## src/rtl/multi_cycle_ctrl_pkg.sv

```systemverilog
// Shared types and encodings for the multi-cycle MIPS controller.
// Opcode/funct values cover the 16 supported instructions.
package multi_cycle_ctrl_pkg;

  typedef enum logic [2:0] {
    S_IF   = 3'd0,
    S_ID   = 3'd1,
    S_EX   = 3'd2,
    S_MEM  = 3'd3,
    S_WB   = 3'd4,
    S_HALT = 3'd5,
    S_ERR  = 3'd6
  } state_t;

  typedef enum logic [2:0] {
    CL_ALU,
    CL_LW,
    CL_SW,
    CL_BR,
    CL_ILL
  } cls_t;

  typedef struct packed {
    cls_t cls;
    logic is_rtype;
    logic is_j;
    logic is_beq;
    logic is_bne;
    logic illegal;
  } dec_t;

  localparam logic [5:0] OP_RTYPE = 6'h00;
  localparam logic [5:0] OP_J     = 6'h02;
  localparam logic [5:0] OP_BEQ   = 6'h04;
  localparam logic [5:0] OP_BNE   = 6'h05;
  localparam logic [5:0] OP_ADDIU = 6'h09;
  localparam logic [5:0] OP_LUI   = 6'h0F;
  localparam logic [5:0] OP_LW    = 6'h23;
  localparam logic [5:0] OP_SW    = 6'h2B;

  localparam logic [5:0] FN_SLL  = 6'h00;
  localparam logic [5:0] FN_SRL  = 6'h02;
  localparam logic [5:0] FN_ADDU = 6'h21;
  localparam logic [5:0] FN_SUBU = 6'h23;
  localparam logic [5:0] FN_AND  = 6'h24;
  localparam logic [5:0] FN_OR   = 6'h25;
  localparam logic [5:0] FN_XOR  = 6'h26;
  localparam logic [5:0] FN_NOR  = 6'h27;
  localparam logic [5:0] FN_SLT  = 6'h2A;

  localparam logic [3:0] DM_ALL = 4'hF;

  function automatic logic fn_ok(input logic [5:0] fn);
    case (fn)
      FN_SLL, FN_SRL, FN_ADDU,
      FN_SUBU, FN_AND, FN_OR,
      FN_XOR, FN_NOR, FN_SLT:
        return 1'b1;
      default:
        return 1'b0;
    endcase
  endfunction

endpackage

```

## src/rtl/multi_cycle_ctrl_if.sv

```systemverilog
// Controller <-> datapath bundle: IR/status in, enables out.
// master is the controller side, slave the datapath side.
interface multi_cycle_ctrl_if;

  logic [31:0] ir;
  logic        rs_eq_rt;
  logic        mem_ready;
  logic        step;

  logic        ir_wen;
  logic        pc_wen;
  logic        jbr_taken;
  logic        j_sel;
  logic        rf_wen;
  logic        rf_dst_rd;
  logic        wb_sel_mem;
  logic [3:0]  dm_wen;
  logic        dm_ren;
  logic [2:0]  state;
  logic        retired;
  logic        illegal;
  logic        mem_timeout;

  modport master (
    input  ir, rs_eq_rt, mem_ready, step,
    output ir_wen, pc_wen, jbr_taken, j_sel,
    output rf_wen, rf_dst_rd, wb_sel_mem,
    output dm_wen, dm_ren, state,
    output retired, illegal, mem_timeout
  );

  modport slave (
    output ir, rs_eq_rt, mem_ready, step,
    input  ir_wen, pc_wen, jbr_taken, j_sel,
    input  rf_wen, rf_dst_rd, wb_sel_mem,
    input  dm_wen, dm_ren, state,
    input  retired, illegal, mem_timeout
  );

endinterface

```

## src/rtl/multi_cycle_ctrl_decode.sv

```systemverilog
// Combinational instruction classifier for the 16-op subset.
// Anything outside the subset decodes as CL_ILL.
module multi_cycle_ctrl_decode
  import multi_cycle_ctrl_pkg::*;
(
  input  logic [31:0] ir,
  output dec_t        dec
);

  logic [5:0] op;
  logic [5:0] fn;
  logic       r_ok;
  logic       unused_ir;

  assign op        = ir[31:26];
  assign fn        = ir[5:0];
  assign r_ok      = (op == OP_RTYPE) && fn_ok(fn);
  assign unused_ir = ^ir[25:6];

  always_comb begin
    dec         = '0;
    dec.cls     = CL_ILL;
    dec.illegal = 1'b1;
    unique case (1'b1)
      r_ok: begin
        dec.cls      = CL_ALU;
        dec.is_rtype = 1'b1;
        dec.illegal  = 1'b0;
      end
      (op == OP_ADDIU),
      (op == OP_LUI): begin
        dec.cls     = CL_ALU;
        dec.illegal = 1'b0;
      end
      (op == OP_LW): begin
        dec.cls     = CL_LW;
        dec.illegal = 1'b0;
      end
      (op == OP_SW): begin
        dec.cls     = CL_SW;
        dec.illegal = 1'b0;
      end
      (op == OP_BEQ): begin
        dec.cls     = CL_BR;
        dec.is_beq  = 1'b1;
        dec.illegal = 1'b0;
      end
      (op == OP_BNE): begin
        dec.cls     = CL_BR;
        dec.is_bne  = 1'b1;
        dec.illegal = 1'b0;
      end
      (op == OP_J): begin
        dec.cls     = CL_BR;
        dec.is_j    = 1'b1;
        dec.illegal = 1'b0;
      end
      default: ;
    endcase
  end

endmodule

```

## src/rtl/multi_cycle_ctrl.sv

```systemverilog
// Multi-cycle MIPS control FSM: IF/ID/EX/MEM/WB sequencing,
// data-RAM wait watchdog and single-step debug halt.
module multi_cycle_ctrl
  import multi_cycle_ctrl_pkg::*;
#(
  parameter bit STEP_MODE = 1'b0,
  parameter int WD_LIMIT  = 16
)(
  input  logic               clk,
  input  logic               resetn,
  multi_cycle_ctrl_if.master bus
);

  localparam int CW =
    (WD_LIMIT > 2) ? $clog2(WD_LIMIT) : 1;
  localparam logic [CW-1:0] WD_LAST =
    CW'(WD_LIMIT - 1);
  localparam state_t NXT =
    STEP_MODE ? S_HALT : S_IF;

  dec_t          dec;
  state_t        cur;
  logic          step_q;
  logic [CW-1:0] wd_cnt;
  logic          wd_hit;
  logic          ill_q;
  logic          tmo_q;
  logic          rf_wen_q;
  logic          rf_dst_q;
  logic          wbm_q;
  logic [3:0]    dmw_q;
  logic          dmr_q;
  logic          jsel_q;

  logic in_if, in_id, in_ex, in_mem, in_wb;
  logic br_ex, fin;

  multi_cycle_ctrl_decode u_dec (
    .ir  (bus.ir),
    .dec (dec)
  );

  assign in_if  = (cur == S_IF);
  assign in_id  = (cur == S_ID);
  assign in_ex  = (cur == S_EX);
  assign in_mem = (cur == S_MEM);
  assign in_wb  = (cur == S_WB);
  assign br_ex  = in_ex && (dec.cls == CL_BR);

  assign wd_hit = (WD_LIMIT != 0)
               && (wd_cnt == WD_LAST);

  // final cycle of an instruction: pc update and retire coincide
  assign fin = (in_id && dec.illegal)
            || br_ex
            || (in_mem && (dec.cls == CL_SW)
                && bus.mem_ready)
            || in_wb;

  assign bus.pc_wen     = fin && resetn;
  assign bus.retired    = fin && resetn;
  assign bus.ir_wen     = in_if && resetn;
  assign bus.rf_wen     = rf_wen_q && resetn;
  assign bus.dm_wen     = dmw_q & {4{resetn}};
  assign bus.dm_ren     = dmr_q;
  assign bus.rf_dst_rd  = rf_dst_q;
  assign bus.wb_sel_mem = wbm_q;
  assign bus.j_sel      = jsel_q;
  assign bus.state      = cur;
  assign bus.illegal    = ill_q;
  assign bus.mem_timeout = tmo_q;

  assign bus.jbr_taken = br_ex && (dec.is_j
    || (dec.is_beq && bus.rs_eq_rt)
    || (dec.is_bne && !bus.rs_eq_rt));

  always_ff @(posedge clk) begin
    if (!resetn) begin
      cur      <= S_IF;
      step_q   <= 1'b0;
      wd_cnt   <= '0;
      ill_q    <= 1'b0;
      tmo_q    <= 1'b0;
      rf_wen_q <= 1'b0;
      rf_dst_q <= 1'b0;
      wbm_q    <= 1'b0;
      dmw_q    <= '0;
      dmr_q    <= 1'b0;
      jsel_q   <= 1'b0;
    end else begin
      step_q <= bus.step;
      unique case (cur)
        S_IF: cur <= S_ID;
        S_ID: begin
          if (dec.illegal) begin
            ill_q <= 1'b1;
            cur   <= NXT;
          end else begin
            jsel_q <= dec.is_j;
            cur    <= S_EX;
          end
        end
        S_EX: begin
          jsel_q <= 1'b0;
          unique case (dec.cls)
            CL_ALU: begin
              rf_wen_q <= 1'b1;
              rf_dst_q <= dec.is_rtype;
              cur      <= S_WB;
            end
            CL_LW: begin
              dmr_q <= 1'b1;
              cur   <= S_MEM;
            end
            CL_SW: begin
              dmw_q <= DM_ALL;
              cur   <= S_MEM;
            end
            default: cur <= NXT;
          endcase
        end
        S_MEM: begin
          if (bus.mem_ready) begin
            wd_cnt <= '0;
            dmr_q  <= 1'b0;
            dmw_q  <= '0;
            if (dec.cls == CL_LW) begin
              rf_wen_q <= 1'b1;
              wbm_q    <= 1'b1;
              cur      <= S_WB;
            end else begin
              cur <= NXT;
            end
          end else if (wd_hit) begin
            // abort: the access never completes
            wd_cnt <= '0;
            dmr_q  <= 1'b0;
            dmw_q  <= '0;
            tmo_q  <= 1'b1;
            cur    <= S_ERR;
          end else begin
            wd_cnt <= wd_cnt + CW'(1);
          end
        end
        S_WB: begin
          rf_wen_q <= 1'b0;
          rf_dst_q <= 1'b0;
          wbm_q    <= 1'b0;
          cur      <= NXT;
        end
        S_HALT: begin
          if (bus.step && !step_q)
            cur <= S_IF;
        end
        S_ERR: ;
        default: cur <= S_ERR;
      endcase
    end
  end

endmodule

```

## src/flat_wrapper.sv

```systemverilog
// flat-port wrapper written by rule: the top's interface ports become plain ports
module multi_cycle_ctrl_flat import multi_cycle_ctrl_pkg::*;
#(
  parameter bit STEP_MODE = 1'b0,
  parameter int WD_LIMIT  = 16
)
  (clk, resetn, bus_ir, bus_rs_eq_rt, bus_mem_ready, bus_step, bus_ir_wen, bus_pc_wen, bus_jbr_taken, bus_j_sel, bus_rf_wen, bus_rf_dst_rd, bus_wb_sel_mem, bus_dm_wen, bus_dm_ren, bus_state, bus_retired, bus_illegal, bus_mem_timeout);
  multi_cycle_ctrl_if bus_i ();
  input  logic clk;
  input  logic resetn;
  input wire logic [$bits(bus_i.ir)-1:0] bus_ir;
  input wire logic [$bits(bus_i.rs_eq_rt)-1:0] bus_rs_eq_rt;
  input wire logic [$bits(bus_i.mem_ready)-1:0] bus_mem_ready;
  input wire logic [$bits(bus_i.step)-1:0] bus_step;
  output wire logic [$bits(bus_i.ir_wen)-1:0] bus_ir_wen;
  output wire logic [$bits(bus_i.pc_wen)-1:0] bus_pc_wen;
  output wire logic [$bits(bus_i.jbr_taken)-1:0] bus_jbr_taken;
  output wire logic [$bits(bus_i.j_sel)-1:0] bus_j_sel;
  output wire logic [$bits(bus_i.rf_wen)-1:0] bus_rf_wen;
  output wire logic [$bits(bus_i.rf_dst_rd)-1:0] bus_rf_dst_rd;
  output wire logic [$bits(bus_i.wb_sel_mem)-1:0] bus_wb_sel_mem;
  output wire logic [$bits(bus_i.dm_wen)-1:0] bus_dm_wen;
  output wire logic [$bits(bus_i.dm_ren)-1:0] bus_dm_ren;
  output wire logic [$bits(bus_i.state)-1:0] bus_state;
  output wire logic [$bits(bus_i.retired)-1:0] bus_retired;
  output wire logic [$bits(bus_i.illegal)-1:0] bus_illegal;
  output wire logic [$bits(bus_i.mem_timeout)-1:0] bus_mem_timeout;
  assign bus_i.ir = bus_ir;
  assign bus_i.rs_eq_rt = bus_rs_eq_rt;
  assign bus_i.mem_ready = bus_mem_ready;
  assign bus_i.step = bus_step;
  assign bus_ir_wen = bus_i.ir_wen;
  assign bus_pc_wen = bus_i.pc_wen;
  assign bus_jbr_taken = bus_i.jbr_taken;
  assign bus_j_sel = bus_i.j_sel;
  assign bus_rf_wen = bus_i.rf_wen;
  assign bus_rf_dst_rd = bus_i.rf_dst_rd;
  assign bus_wb_sel_mem = bus_i.wb_sel_mem;
  assign bus_dm_wen = bus_i.dm_wen;
  assign bus_dm_ren = bus_i.dm_ren;
  assign bus_state = bus_i.state;
  assign bus_retired = bus_i.retired;
  assign bus_illegal = bus_i.illegal;
  assign bus_mem_timeout = bus_i.mem_timeout;
  multi_cycle_ctrl #(.STEP_MODE(STEP_MODE), .WD_LIMIT(WD_LIMIT)) u_core (.clk(clk), .resetn(resetn), .bus(bus_i));
endmodule
```

## config.mk

```make
export PLATFORM = sky130hd
export DESIGN_NAME = multi_cycle_ctrl_flat
export DESIGN_NICKNAME = d
export VERILOG_FILES = /design/src/rtl/multi_cycle_ctrl_pkg.sv /design/src/rtl/multi_cycle_ctrl_if.sv /design/src/rtl/multi_cycle_ctrl_decode.sv /design/src/rtl/multi_cycle_ctrl.sv /design/src/flat_wrapper.sv
export SDC_FILE = /design/constraint.sdc
export NUM_CORES = 1
export LEC_CHECK = 0
export BUFFER_PORTS_ARGS = -buffer_cell sky130_fd_sc_hd__buf_2
export CAP_MARGIN = 20
export CORE_MARGIN = 2
export CORE_UTILIZATION = 44
export DETAILED_ROUTE_END_ITERATION = 10
export GPL_TIMING_DRIVEN = 1
export PLACE_DENSITY = 0.81
export SLEW_MARGIN = 20
export SYNTH_ARGS = -nofsm -noshare
export SYNTH_HDL_FRONTEND = slang
export SYNTH_SLANG_ARGS = --single-unit
export TNS_END_PERCENT = 30
```

## constraint.sdc

```tcl
create_clock -name clk -period 1.96 [get_ports clk]
set_input_delay 0 -clock clk [delete_from_list [all_inputs] [get_ports clk]]
set_output_delay 0 -clock clk [all_outputs]
set_load 0.1 [all_outputs]
```

---- After elaboration in Yosys (flattened, before gate mapping) ----
Index checks and enable logic that the tools add are counted.
W data, S select, Z words.
storage, ports and cells
  memories ................................ 0
  latch bits .............................. 0
  word-level logic and storage cells ...... 123
  output and inout bits ................... 18
  ROM bits ................................ 0
  bits in registers ....................... 19
  memory bits (writable) .................. 0
cells by class
  reductions and logical operators ........ 42
  multipliers ............................. 0
  $add $sub $neg .......................... 1
  div/mod/pow operators ................... 0
  bitwise gates (word level) .............. 4
  muxes and demuxes ....................... 32
  order comparisons ....................... 0
  equality and inequality tests ........... 33
  shifts and indexed selects .............. 0
operators with widths
  kind                  number
  $eq A6 B6 Y1 const B  9
  $pmux W3 S7           1
  $mux W4               5
  $reduce_and A3 Y1     5
  $mux W1               13
  $eq A3 B2 Y1 const B  4
  $eq A6 B2 Y1 const B  2
  $eq A6 B3 Y1 const B  2
  $eq A6 B4 Y1 const B  2
  $logic_and A1 B1 Y1   12
  $logic_not A6 Y1      2
  $mux W3               4
  $ne A2 B2 Y1 const B  6
  $pmux W3 S4           1
  $eq A3 B3 Y1 const B  3
  $reduce_or A9 Y1      1
  $pmux W1 S2           4
  $pmux W4 S2           1
  $reduce_bool A2 Y1    4
  $reduce_or A8 Y1      1
  $eq A3 B1 Y1 const B  2
  $logic_not A3 Y1      2
  $pmux W3 S2           1
  $reduce_and A2 Y1     3
  14 further kinds      22

---- Logic depth before layout (Yosys ltp) ----
Gate-level depths: netlist (run 1).
  depth in word-level cells ............... 12
  gate-level depth with buffers ........... 7

---- By module ----
A second synthesis (run 1) with hierarchy kept.
unflattened totals
  cell total of the unflattened synthesis .. 149
  area, all modules ....................... 1139.8 µm²
modules (own cells, without submodules)
  module                   cells an instance  area an instance (µm²)  instances
  multi_cycle_ctrl         114                919.6                   1
  multi_cycle_ctrl_decode  35                 220.2                   1

---- Worst setup path before layout (run 1) ----
OpenSTA, ideal clock, no wires.
  kind .................................... reg-to-output
  from .................................... reg u_core.cur[1] (netlist: u_core.bus.state[1])
  to ...................................... out bus_ir_wen
  path slack .............................. -1.956 ns
  data required time ...................... 1.960 ns
  arrival time ............................ 3.916 ns
  cell stages (with the launch flop) ...... 3
  path through ............................ dfxtp_1 > buf_4 > nor4_1
on the way
  word-level cells in the longest chain between the ends .. 2
ends and longest elaborated chain
  element                 line                    source
  from (decl)             multi_cycle_ctrl.sv:22  state_t cur;
  from (signal assigned)  multi_cycle_ctrl.sv:79  cur <= S_IF;
  from (signal assigned)  multi_cycle_ctrl.sv:93  S_IF: cur <= S_ID;
  from (signal assigned)  multi_cycle_ctrl.sv:97  cur <= NXT;
  $logic_not A3 Y1        multi_cycle_ctrl.sv:43  assign in_if = (cur == S_IF);
  $logic_and A1 B1 Y1     multi_cycle_ctrl.sv:62  assign bus.ir_wen = in_if && resetn;
  to (decl)               flat_wrapper.sv:15      output wire logic [$bits(bus_i.ir_wen)-1:0] bus_ir_wen;
Every way passes these cells.

---- Worst setup path after layout (run 1) ----
  from .................................... reg u_core.cur[2] (netlist: u_core.bus.state[2])
  to ...................................... out bus_retired
on the way
  word-level cells in the longest chain between the ends .. 6
  elaborated cells on any way between the ends .. 12
  those cells by class .................... 4 x eq/ne; 8 x reduce/logical
ends and longest elaborated chain
  element                                                    line                                                                    source
  $eq A3 B1 Y1 (tied with other cells)                       multi_cycle_ctrl.sv:44                                                  assign in_id = (cur == S_ID);
  $logic_and A1 B1 Y1 (on tied branches)                     multi_cycle_ctrl.sv:54, multi_cycle_ctrl.sv:48, multi_cycle_ctrl.sv:56
  $logic_or A1 B1 Y1 or $logic_and A1 B1 Y1 (tied branches)  multi_cycle_ctrl.sv:55, multi_cycle_ctrl.sv:57
  $logic_or A1 B1 Y1                                         multi_cycle_ctrl.sv:56                                                  || (in_mem && (dec.cls == CL_SW)
  $logic_or A1 B1 Y1 *                                       multi_cycle_ctrl.sv:58                                                  || in_wb;
  $logic_and A1 B1 Y1 *                                      multi_cycle_ctrl.sv:61                                                  assign bus.retired = fin && resetn;
  to (decl)                                                  flat_wrapper.sv:25                                                      output wire logic [$bits(bus_i.retired)-1:0] bus_retired;
Mark *: on every way between the ends. The rest lies on a longest branch, timed or not.

==> results by group, run 1 <==
Status
  – Run status: finished, final reports clean

Global route
  – Initial antenna violation count: 0
  – Vias in the first global route: 933
  – Total track usage: 19.32%
  – Remaining global-route overflow: 0
  – Pin count of the biggest net entering global routing: 14
  – Global-route wire length before repair: 4015 um

Critical path
  – Reg-to-reg startpoint: u_core.bus.state[0]
  – Worst Path Arrival: 1.82 ns
  – Crit Path Max Fanout: 11
  – CP Class: reg -> out
  – Worst R2R End: u_core.bus.dm_ren
  – Cell breakdown of the critical path: and3b_1 -> nand4_1 -> o21ai_0 -> a211o_4 -> buf_12
  – Slowest Stage Delay on Critical Path: 0.48 ns
  – Reg2Reg Setup Slack: ~0.43 ns
  – Crit path capture type: output pin
  – Worst Reg-to-Reg Cells: 5
  – CP max stage cell: dfxtp_2
  – Startpoint types: flip-flop
  – Crit path required time: between 1.5 and 2 ns
  – Worst setup path startpoint: u_core.bus.state[2]

Synthesis
  – Synthesized instance count: 131
  – Post-Synth Simple-Gate Area: 36.14%
  – Mux cell area share after synthesis: 0%
  – Post-synthesis compound-gate area fraction: 22.99%
  – Syn_area_per_cell: 8.061 sq um
  – Synth top area share: 30.33%
  – Netlist Area Pre-Place: 1056 sq um
  – Synth top area cells: dfxtp_1 (30%), nor2_1 (7.1%), a21oi_1 (5.2%)
  – Number of synthesized flops with an enable pin: 0
  – Number of distinct library cells after synthesis: 46
  – Most area-hungry cell type in the Yosys netlist: dfxtp_1
  – Synth warn: 0
  – Synth Area in XOR/XNOR: 0.8294%
  – Asr flop ratio synth: 0%
  – Most used DFF post-synth: dfxtp_1
  – Sequential fraction of the synthesis area: 30.33%
  – Largest family of logic cells by synthesized area: simple AND/OR/NAND/NOR gates
  – Syn_nets: around 170
  – FF+latch count, synth: 16
  – Adder-cell share of the synthesized area: 1.185%

STA
  – Worst slew margin: 67.62%
  – Setup violators final: 0
  – Worst slew pin tran: 0.4891 ns
  – Worst Hold Slack: between 0.004 and 0.005 ns
  – Final min period: 1.824 ns
  – RSZ-0062 raised after global routing: no
  – Final period util: 93.06%
  – Final worst setup slack: 0.1361 ns
  – Final hold viol count: 0
  – TNS Setup: 0 ns
  – Fmax: approximately 0.55 GHz
  – Max-slew violation count: 0
  – Clk_skew: approximately 0.012 ns

Cells and area
  – Commonest non-fill, non-tap cell in the layout: buf_2
  – Most frequent cells in the layout: buf_2 (32), nor2_1 (19), dfxtp_1 (13)
  – Diode count: 0
  – Fin util: 58.32%
  – Final #Nets: 200
  – Filler cell count: 205
  – P&R area growth vs syn: 23.34%
  – Finished Cell Area: 1303 sq um
  – Post-Layout Cell Count: ~190
  – Share of cells above drive strength 1: 34.78%

Clock tree
  – Resized cells post-CTS: 0
  – Num CTS Buffers: 3
  – CTS tree: done
  – Clock-pin slew on the worst setup and hold paths: 0.11 ns
  – CTS Sinks: 16
  – Hold-fix buffers, CTS: 1
  – Worst-Skew Late Latency: 0.30 ns
  – Clock buffer depth: 2
  – Root Buffer Master: clkbuf_4
  – Number of H-tree levels: 1
  – Post-CTS setup buffer count: 0

Die
  – Die area: 2808 sq um
  – Row cnt: 17
  – Die Height: about 53 um
  – Chip Width: approximately 53 um
  – Starting density of the core: 47.28%
  – Ports: 55
  – CORE AREA: 2233 sq um

Placement
  – DP Worst Slack: 0.3853 ns
  – DP HPWL: 1857 um
  – PortBufs: 34
  – RD Place Congestion: 0.8624
  – Placed inst area: between 1000 and 1500 sq um
  – Placed cells: about 180

Min path
  – Min-Delay Startpoint: resetn
  – Worst Hold Endpoint: u_core.bus.state[2]
  – Hold Path Class: in -> reg
  – Hold-critical path depth: 3

Flow run
  – Max-cap violation count: 0

Pwr
  – VDD IR-drop max: 487.7 uV
  – Pleak: 0.5671 nW
  – PwrDens: approximately 570 nW/um^2
  – Pwr Total: 0.7460 mW

Detailed routing
  – Drt first pass iters: 5
  – Total number of vias: 1077
  – Final ANT Viol Nets: 0
  – DRT iter0 DRCs: 32
  – Routed wire per std cell: 13.16 um
  – Drc violations: 0
  – Routed wire length: approximately 2500 um
  – DR vias/cell: around 5.7
## report_power, final
part           internal [mW]  switching [mW]
Combinational         0.0552           0.123
Sequential             0.330         0.00941
Clock                  0.113           0.115
## layer usage
layer | track usage, % | vias to the layer above | routed length, um
met5 | 0 | - | 0
met4 | 8.120 | 0 | 47
met3 | 4.520 | 7 | 154
met2 | 31.87 | 41 | 1236
met1 | 23.92 | 496 | 1049
li1 | - | 533 | -
## synthesized netlist by cell type, types with 2 or more instances
| cell | count |
|---|---|
| nor2b_1 | 2 |
| nand2b_1 | 2 |
| a22oi_1 | 2 |
| nor4_1 | 2 |
| nand2_1 | 11 |
| nand3_1 | 3 |
| a21o_2 | 2 |
| a211o_1 | 2 |
| and2_1 | 3 |
| a21oi_1 | 11 |
| nor2_1 | 20 |
| nor3_1 | 2 |
| nand4_1 | 3 |
| buf_4 | 5 |
| buf_6 | 4 |
| nand3b_1 | 2 |
| and3_1 | 2 |
| o21ai_1 | 2 |
| nor3b_1 | 3 |
| or2_2 | 2 |
| o21ai_0 | 6 |
| dfxtp_1 | 16 |
## state kept, by name, indices dropped and copies added, names as in the netlist
name and count:
u_core.step_q 1, u_core.dmw_q 1, u_core.bus.rf_dst_rd 1, u_core.bus.illegal 1
u_core.bus.dm_ren 1, u_core.wd_cnt 4, u_core.rf_wen_q 1, u_core.bus.j_sel 1
u_core.bus.state 3, u_core.bus.wb_sel_mem 1, u_core.bus.mem_timeout 1
## how the worst max path moves through the flow
| stage | end | cells past startpoint |
|---|---|---|
| global route | bus_pc_wen | 5 |
| finish | bus_retired | 5 |
| CTS | bus_retired | 5 |
| detailed placement | bus_retired | 7 |
| global placement | bus_retired | 7 |
| floorplan | bus_retired | 6 |
## logic make-up (layout without fill, tap and decap cells)
| group | count (synthesis) | in the layout |
|---|---|---|
| xor+xnor | 1 | 1 |
| fa+ha+maj | 1 | 1 |
| simple gates | 67 | 67 |
| flops | 16 | 16 |
| compound gates | 35 | 35 |
| buf+inv | 11 | 41 |
## layout make-up
class                   count  area, sq um  share of cell area, %
well taps                  28        35.03                  2.690
clock buffers               4        36.28                  2.786
repair buffers             36        217.7                  16.71
flip-flops and latches     16        326.6                  25.07
multi-input cells         104        683.2                  52.45
inverters                   1        3.754                 0.2882
## critical path: cells and delay by family, from the launching register on
family,cells,cell delay [ns]
buf+inv,1,0.17
simple gates,2,0.36
compound gates,2,0.51
flops,1,0.48
Note: power is estimated with default switching activity, not from simulation.
==> run 2: changes to the inputs <==
--- a/config.mk
+++ b/config.mk
@@ -9,11 +9,12 @@
 export CAP_MARGIN = 20
 export CORE_MARGIN = 2
-export CORE_UTILIZATION = 44
+export CORE_UTILIZATION = 46
 export DETAILED_ROUTE_END_ITERATION = 10
 export GPL_TIMING_DRIVEN = 1
-export PLACE_DENSITY = 0.81
+export PLACE_DENSITY = 0.83
 export SLEW_MARGIN = 20
 export SYNTH_ARGS = -nofsm -noshare
 export SYNTH_HDL_FRONTEND = slang
+export SYNTH_HIERARCHICAL = 1
 export SYNTH_SLANG_ARGS = --single-unit
 export TNS_END_PERCENT = 30
==> constraint.sdc (replaced) <==
create_clock -name clk -period 1.96 [get_ports clk]
set_input_delay 0.196 -clock clk [delete_from_list [all_inputs] [get_ports clk]]
set_output_delay 0.196 -clock clk [all_outputs]
set_load 0.1 [all_outputs]
==> run 2 against run 1 <==
The flow now finishes with violations (negative setup slack). Synthesized cell count grew 14%. Setup slack lost 0.41 ns. First-iteration DRC count grew 91%. Critical path depth grew 3. Clock power shrank 5%. Flip-flop and latch count is the same. Die area grew 3.0%. Critical path type is now in -> out. Critical endpoint is now bus_jbr_taken.
==> results by group, run 2 <==
Status
  – Run status: finished, violations left (was finished, final reports clean)
  – Violated checks: negative setup slack

Critical path
  – Critical path's top delay family: simple AND/OR/NAND/NOR gates (was compound AO/OA/AOI/OAI gates)
  – CP Class: in -> out (was reg -> out)
  – CP endpoint: bus_jbr_taken (was bus_retired)
  – Reg2Reg Setup Slack: 0.30 ns (was 0.43 ns)
  – Crit path required time: 1.76 ns (was 1.96 ns)
  – CP bufs+invs: 2 (was 1)
  – Slowest Stage Delay on Critical Path: 0.56 ns (was 0.48 ns)
  – Crit Path Max Fanout: 2 (was 11)
  – Worst Reg-to-Reg Cells: 5 (unchanged)
  – Crit path capture type: output pin (unchanged)
  – Cell depth of the worst setup path: 8 (was 5)
  – Cell breakdown of the critical path: buf_6 -> or4_4 -> nor2_4 -> and3_4 -> nor3_4 -> or4b_4 -> nor2_4 -> buf_12 (was and3b_1 -> nand4_1 -> o21ai_0 -> a211o_4 -> buf_12)
  – Critical Path Most Common Cell: nor2_4
  – Worst Path Arrival: 2.04 ns (was 1.82 ns)
  – Startpoint types: primary input (was flip-flop)
  – Worst R2R End: u_core/bus.rf_dst_rd (was u_core.bus.dm_ren)
  – Reg-to-reg startpoint: u_core/bus.state[0] (was u_core.bus.state[0])
  – Worst setup path startpoint: bus_ir[30] (was u_core.bus.state[2])
  – CP max stage cell: or4b_4 (was dfxtp_2)

STA
  – Fmax: 0.4467 GHz (was 0.5483 GHz)
  – TNS Setup: -1.074 ns (was 0 ns)
  – Worst slew pin tran: 0.4900 ns (was 0.4891 ns)
  – Final worst setup slack: -0.2787 ns (was 0.1361 ns)
  – Worst slew margin: 67.56% (was 67.62%)
  – Setup violators final: 6 (was 0)
  – Clk_skew: 0.001744 ns (was 0.01233 ns)
  – Final min period: 2.239 ns (was 1.824 ns)
  – Final period util: 114.2% (was 93.06%)
  – Max-slew violation count: 0 (unchanged)
  – RSZ-0062 raised after global routing: yes (was no)
  – Final hold viol count: 0 (unchanged)

Synthesis
  – Syn_area_per_cell: 7.650 sq um (was 8.061 sq um)
  – Synth warn: 6 (was 0)
  – FF+latch count, synth: 16 (unchanged)
  – Asr flop ratio synth: 0% (unchanged)
  – Most frequent cell after synthesis: dfxtp_1 (was nor2_1)
  – Syn_nets: 187 (was 169)
  – Most used DFF post-synth: dfxtp_1 (unchanged)
  – Synth top cells by count: dfxtp_1 (16), nor2_1 (14), nand2_1 (11) (was nor2_1 (20), dfxtp_1 (16), a21oi_1 (11), nand2_1 (11), o21ai_0 (6))
  – Netlist Area Pre-Place: 1140 sq um (was 1056 sq um)
  – Most area-hungry cell type in the Yosys netlist: dfxtp_1 (unchanged)
  – Number of synthesized flops with an enable pin: 0 (unchanged)
  – Synth top area share: 28.10% (was 30.33%)
  – Synthesized instance count: 149 (was 131)
  – Number of distinct library cells after synthesis: 47 (was 46)
  – Synth top area cells: dfxtp_1 (28%), buf_4 (4.6%), nor2_1 (4.6%) (was dfxtp_1 (30%), nor2_1 (7.1%), a21oi_1 (5.2%))
  – Sequential fraction of the synthesis area: 28.10% (was 30.33%)

Pwr
  – Pleak: 0.6708 nW (was 0.5671 nW)
  – VDD IR-drop max: 466.8 uV (was 487.7 uV)
  – PwrDens: 499.5 nW/um^2 (was 572.7 nW/um^2)

Global route
  – Total track usage: 22.79% (was 19.32%)
  – Global-route wire length before repair: 4871 um (was 4015 um)
  – Remaining global-route overflow: 0 (unchanged)
  – Initial antenna violation count: 0 (unchanged)
  – GR Layer Usage met3: 5.556% (was 4.520%)
  – Grt met1 use: 28.16% (was 23.92%)
  – Pin count of the biggest net entering global routing: 20 (was 14)
  – Met2 Usage GRT: 38.62% (was 31.87%)
  – Busiest layer in global routing: met2 (unchanged)
  – Vias in the first global route: 1118 (was 933)

Detailed routing
  – Total number of vias: 1276 (was 1077)
  – Drt first pass iters: 4 (was 5)
  – Drc violations: 0 (unchanged)
  – Routed wire per std cell: 13.93 um (was 13.16 um)
  – Final ANT Viol Nets: 0 (unchanged)
  – DRT iter0 DRCs: 61 (was 32)
  – Routed wire length: 3078 um (was 2487 um)
  – DR vias/cell: 5.774 (was 5.698)

Cells and area
  – Share of cells above drive strength 1: 40.84% (was 34.78%)
  – P&R area growth vs syn: 37.10% (was 23.34%)
  – Final #Nets: 230 (was 200)
  – Most frequent cells in the layout: buf_2 (29), buf_4 (18), dfxtp_1 (14) (was buf_2 (32), nor2_1 (19), dfxtp_1 (13))
  – Max FFs per register: 4 (unchanged)
  – Multi-input logic area: 788.3 sq um (was 683.2 sq um)
  – Storage cell area: 322.8 sq um (was 326.6 sq um)
  – Commonest non-fill, non-tap cell in the layout: buf_2 (unchanged)
  – Filler cell count: 209 (was 205)
  – Most flops, register: u_core/wd_cnt (was u_core.wd_cnt)
  – Diode count: 0 (unchanged)
  – Finished Cell Area: 1563 sq um (was 1303 sq um)

Clock tree
  – CTS Sinks: 16 (unchanged)
  – Clock buffer depth: 2 (unchanged)
  – Num CTS Buffers: 3 (unchanged)
  – CTS tree: done (unchanged)
  – Clock-pin slew on the worst setup and hold paths: 0.09 ns (was 0.11 ns)
  – Number of H-tree levels: 1 (unchanged)
  – Worst-Skew Late Latency: 0.28 ns (was 0.30 ns)
  – Root Buffer Master: clkbuf_4 (unchanged)

Placement
  – PortBufs: 34 (unchanged)
  – Placed inst area: 1468 sq um (was 1256 sq um)
  – DP HPWL: 2282 um (was 1857 um)
  – RD Place Congestion: 0.8433 (was 0.8624)

Min path
  – Hold Path Class: in -> reg (unchanged)
  – Min-Delay Startpoint: bus_step (was resetn)

Die
  – Row cnt: 18 (was 17)
  – Ports: 55 (unchanged)
  – CORE AREA: 2410 sq um (was 2233 sq um)
  – Die area: 2892 sq um (was 2808 sq um)
  – Chip Width: 53.78 um (was 52.99 um)
  – Die Height: 53.78 um (was 52.99 um)
  – Starting density of the core: 47.30% (was 47.28%)

Flow run
  – Max-cap violation count: 0 (unchanged)
## run 2: cell types whose count changed after synthesis, sizes merged, moves of 4 or more
cell    previous run  this run
nand3              3         7
nor2              20        15
nor3               4         8
clkbuf             1         5
## run 2: cells by family after synthesis
logic type      Yosys count  synth area share [%]
compound gates           39                 21.52
xor+xnor                  3                 2.306
fa+ha+maj                 1                 1.098
buf+inv                  18                 9.658
flops                    16                 28.10
mux                       3                 2.744
simple gates             69                 34.58
## run 2: final cells by class
| cell class | count | area share, % |
|---|---|---|
| sequential | 16 | 20.66 |
| multi-input combinational | 115 | 50.44 |
| tap | 30 | 2.402 |
| inverter | 4 | 0.9608 |
| timing repair buffer | 52 | 23.22 |
| clock buffer | 4 | 2.322 |
## run 2: how the worst min path moves through the flow
stage	endpoint	slack (ns)	depth (start not counted)
after global placement	u_core/step_q	0.42	2
after CTS	u_core/step_q	0.13	2
after floorplan	u_core/step_q	0.32	1
after global routing	u_core/step_q	0.14	2
final	u_core/step_q	0.13	2
after detailed placement	u_core/step_q	0.43	2
## run 2: per-layer routing
layer | vias to the layer above | routed length, um
li1 | 612 | -
met1 | 587 | 1267
met2 | 65 | 1508
met3 | 12 | 242
met4 | 0 | 59
met5 | - | 0
## run 2: timing repair
item / in CTS / in global routing
gates resized for setup: 6 / 2
pin swaps: 8 / 1
setup endpoints to repair: 4 / 6
hold buffers: 0 / 0
buffers inserted: 1 / 0
## run 2: worst register-to-register path, cell delays in order, from the launching register on
cell and delay, ns:
dfxtp_2 0.40, or4b_4 0.59, buf_4 0.17, nor3_4 0.11, mux2i_1 0.22, nor2_1 0.06
## run 2: through the flow
stage	std cells	utilization (%)	setup slack, ns	hold WS [ns]	power [mW]
floorplan	149	-	-0.3678	0.3233	0.4889
global placement	216	60.90	-0.3113	0.4221	0.5538
detailed placement	216	60.90	-0.4047	0.4312	0.5586
CTS	221	64.33	-0.2899	0.1313	0.7794
global route	221	64.85	-0.3258	0.1354	0.8164
finish	221	64.85	-0.2787	0.1341	0.7806
## run 2: report_power, final
part | total [mW] | internal (mW) | switching [mW] | leakage (nW)
clock network | 0.217 | 0.113 | 0.104 | 0.0210
logic | 0.224 | 0.0837 | 0.141 | 0.519
registers | 0.339 | 0.331 | 0.00804 | 0.130
==> run 3: changes to the inputs <==
clock period = 2.4 ns   (was 1.96 ns; I/O delays follow)
==> run 3 against run 2 <==
The run now ends clean. Largest cell class unchanged. Design area shrank 11%. Register-to-register slack gained 0.27 ns. Die area is the same. First-iteration DRC count shrank 61%. Highest routed layer unchanged. Sequential share of layout area grew 2.4 points. Flip-flop and latch count is the same. Non-clock buffer count shrank 15. Via count shrank 2.7%. Sequential power shrank 18%. Final cell count shrank 6.8%.
==> results by group, run 3 (same netlist as run 2, synthesis figures left out) <==
Status
  – Run status: finished, final reports clean (was finished, violations left)

Critical path
  – CP Class: in -> out (unchanged)
  – Crit Path Max Fanout: 5 (was 2)
  – Critical Path Most Common Cell: nor2_4 (unchanged)
  – Crit path capture type: output pin (unchanged)
  – Slowest Stage Delay on Critical Path: 0.56 ns (about the same)
  – Startpoint types: primary input (unchanged)
  – CP max stage cell: or4_4 (was or4b_4)
  – Cell breakdown of the critical path: buf_2 -> or4_4 -> nor2_4 -> and3_4 -> nor3_2 -> or4b_4 -> nor2_4 -> buf_12 (was buf_6 -> or4_4 -> nor2_4 -> and3_4 -> nor3_4 -> or4b_4 -> nor2_4 -> buf_12)
  – Crit path required time: 2.16 ns (was 1.76 ns)
  – Worst Path Arrival: 2.14 ns (was 2.04 ns)

Placement
  – Placed inst area: 1340 sq um (was 1468 sq um)
  – RD Place Congestion: 0.8636 (was 0.8433)
  – DP Worst Slack: -0.008532 ns (was -0.4047 ns)
  – Placed cells: 202 (was 216)
  – DP HPWL: 2171 um (was 2282 um)
  – PortBufs: 34 (unchanged)

Global route
  – Initial antenna violation count: 0 (unchanged)
  – Global-route wire length before repair: 4436 um (was 4871 um)
  – Total track usage: 20.79% (was 22.79%)
  – Remaining global-route overflow: 0 (unchanged)
  – Vias in the first global route: 1077 (was 1118)
  – Pin count of the biggest net entering global routing: 20 (unchanged)

Clock tree
  – Num CTS Buffers: 3 (unchanged)
  – Worst-Skew Late Latency: 0.28 ns (about the same)
  – Hold-fix buffers, CTS: 0 (unchanged)
  – Root Buffer Master: clkbuf_4 (unchanged)
  – Clock-pin slew on the worst setup and hold paths: 0.09 ns (about the same)
  – CTS tree: done (unchanged)
  – CTS Sinks: 16 (unchanged)
  – Number of H-tree levels: 1 (unchanged)
  – Clock buffer depth: 2 (unchanged)

Detailed routing
  – Routed wire length: 2837 um (was 3078 um)
  – DRT iter0 DRCs: 24 (was 61)
  – Drc violations: 0 (unchanged)
  – Drt first pass iters: 5 (was 4)
  – DR vias/cell: 6.024 (was 5.774)
  – Final ANT Viol Nets: 0 (unchanged)
  – Routed wire per std cell: 13.77 um (was 13.93 um)
  – Total number of vias: 1241 (was 1276)

STA
  – Final worst setup slack: 0.02375 ns (was -0.2787 ns)
  – Clk_skew: 0.004078 ns (was 0.001744 ns)
  – Final min period: 2.376 ns
  – RSZ-0062 raised after global routing: yes (unchanged)
  – Worst slew pin tran: 0.5769 ns (was 0.4900 ns)
  – Max-slew violation count: 0 (unchanged)
  – Worst slew margin: 61.49% (was 67.56%)
  – Final hold viol count: 0 (unchanged)
  – Final period util: 99.01%
  – Setup violators final: 0 (was 6)
  – Fmax: 0.4208 GHz
  – TNS Setup: 0 ns (was -1.074 ns)

Die
  – CORE AREA: 2410 sq um (unchanged)
  – Starting density of the core: 47.30% (unchanged)
  – Row cnt: 18 (unchanged)
  – Die area: 2892 sq um (unchanged)
  – Chip Width: 53.78 um (unchanged)
  – Ports: 55 (unchanged)
  – Die Height: 53.78 um (unchanged)

Min path
  – Hold Path Class: in -> reg (unchanged)

Cells and area
  – Filler cell count: 221 (was 209)
  – Max FFs per register: 4 (unchanged)
  – Storage cell area: 320.3 sq um (was 322.8 sq um)
  – P&R area growth vs syn: 21.95% (was 37.10%)
  – Post-Layout Cell Count: 206 (was 221)
  – Most flops, register: u_core/wd_cnt (unchanged)
  – Commonest non-fill, non-tap cell in the layout: buf_2 (unchanged)
  – Multi-input logic area: 743.2 sq um (was 788.3 sq um)
  – Finished Cell Area: 1390 sq um (was 1563 sq um)
  – Share of cells above drive strength 1: 32.95% (was 40.84%)
  – Diode count: 0 (unchanged)
  – Final #Nets: 215 (was 230)
  – Most frequent cells in the layout: buf_2 (31), dfxtp_1 (16), nor2_1 (13) (was buf_2 (29), buf_4 (18), dfxtp_1 (14))

Flow run
  – Max-cap violation count: 0 (unchanged)

Pwr
  – PwrDens: 440.5 nW/um^2 (was 499.5 nW/um^2)
  – Pleak: 0.5857 nW (was 0.6708 nW)
  – VDD IR-drop max: 387.3 uV (was 466.8 uV)
==> run 3: cell count changes in the layout (fill, tap and decap cells not counted), sizes merged <==
cell / previous run / this run
buf: 52 / 37
==> run 3: routing by layer <==
metal | vias up | track usage (%) | part of all wire [%] | routed length [um]
met5 | - | 0 | 0 | 0
met4 | 0 | 10.26 | 3.3 | 94
met3 | 16 | 3.889 | 7.1 | 201
met2 | 70 | 37.20 | 49 | 1388
met1 | 574 | 23.30 | 41 | 1152
li1 | 581 | - | - | -
==> run 3: path summary, 6_finish.rpt <==
path                               start  depth (start not counted)  slack [ns]                     end
setup / recovery              bus_ir[26]                          8        0.02           bus_jbr_taken
hold / removal                  bus_step                          2        0.18           u_core/step_q
setup reg to reg     u_core/bus.state[1]                          4        0.57    u_core/bus.rf_dst_rd
hold reg to reg   u_core/bus.mem_timeout                          1        0.47  u_core/bus.mem_timeout
==> run 3: area by class of cell <==
type	count	area share, %
Clock buffer	4	2.610
Tap cell	30	2.700
Inverter	4	1.080
Sequential cell	16	23.04
Multi-Input combinational cell	115	53.47
Timing Repair Buffer	37	17.10
==> run 3: critical path: cells and delay by family <==
family	cells	cell delay, ns
and+or+nand+nor	6	1.58
buffers and inverters	2	0.30
==> run 3: stage by stage <==
stage | power (mW) | utilization [%] | hold slack (ns)
5_1_grt | 0.6375 | 57.68 | 0.1868
4_1_cts | 0.6126 | 57.32 | 0.1837
3_5_place_dp | 0.4380 | 55.61 | 0.4617
2_1_floorplan | 0.3952 | - | 0.3673
3_3_place_gp | 0.4337 | 55.61 | 0.4430
6_report | 0.6123 | 57.68 | 0.1820
==> run 3: what timing repair did <==
item | 4_1_cts | 5_1_grt
gates resized for setup | 1 | 2
buffers inserted | 0 | 0
setup endpoints to repair | 1 | 3
cloned | 0 | 0
==> run 3: where the power goes <==
group	total (mW)	switching (mW)	leakage, nW	internal, mW
clock network	0.176	0.0837	0.0210	0.0923
registers	0.277	0.00765	0.130	0.270
logic	0.159	0.107	0.435	0.0516
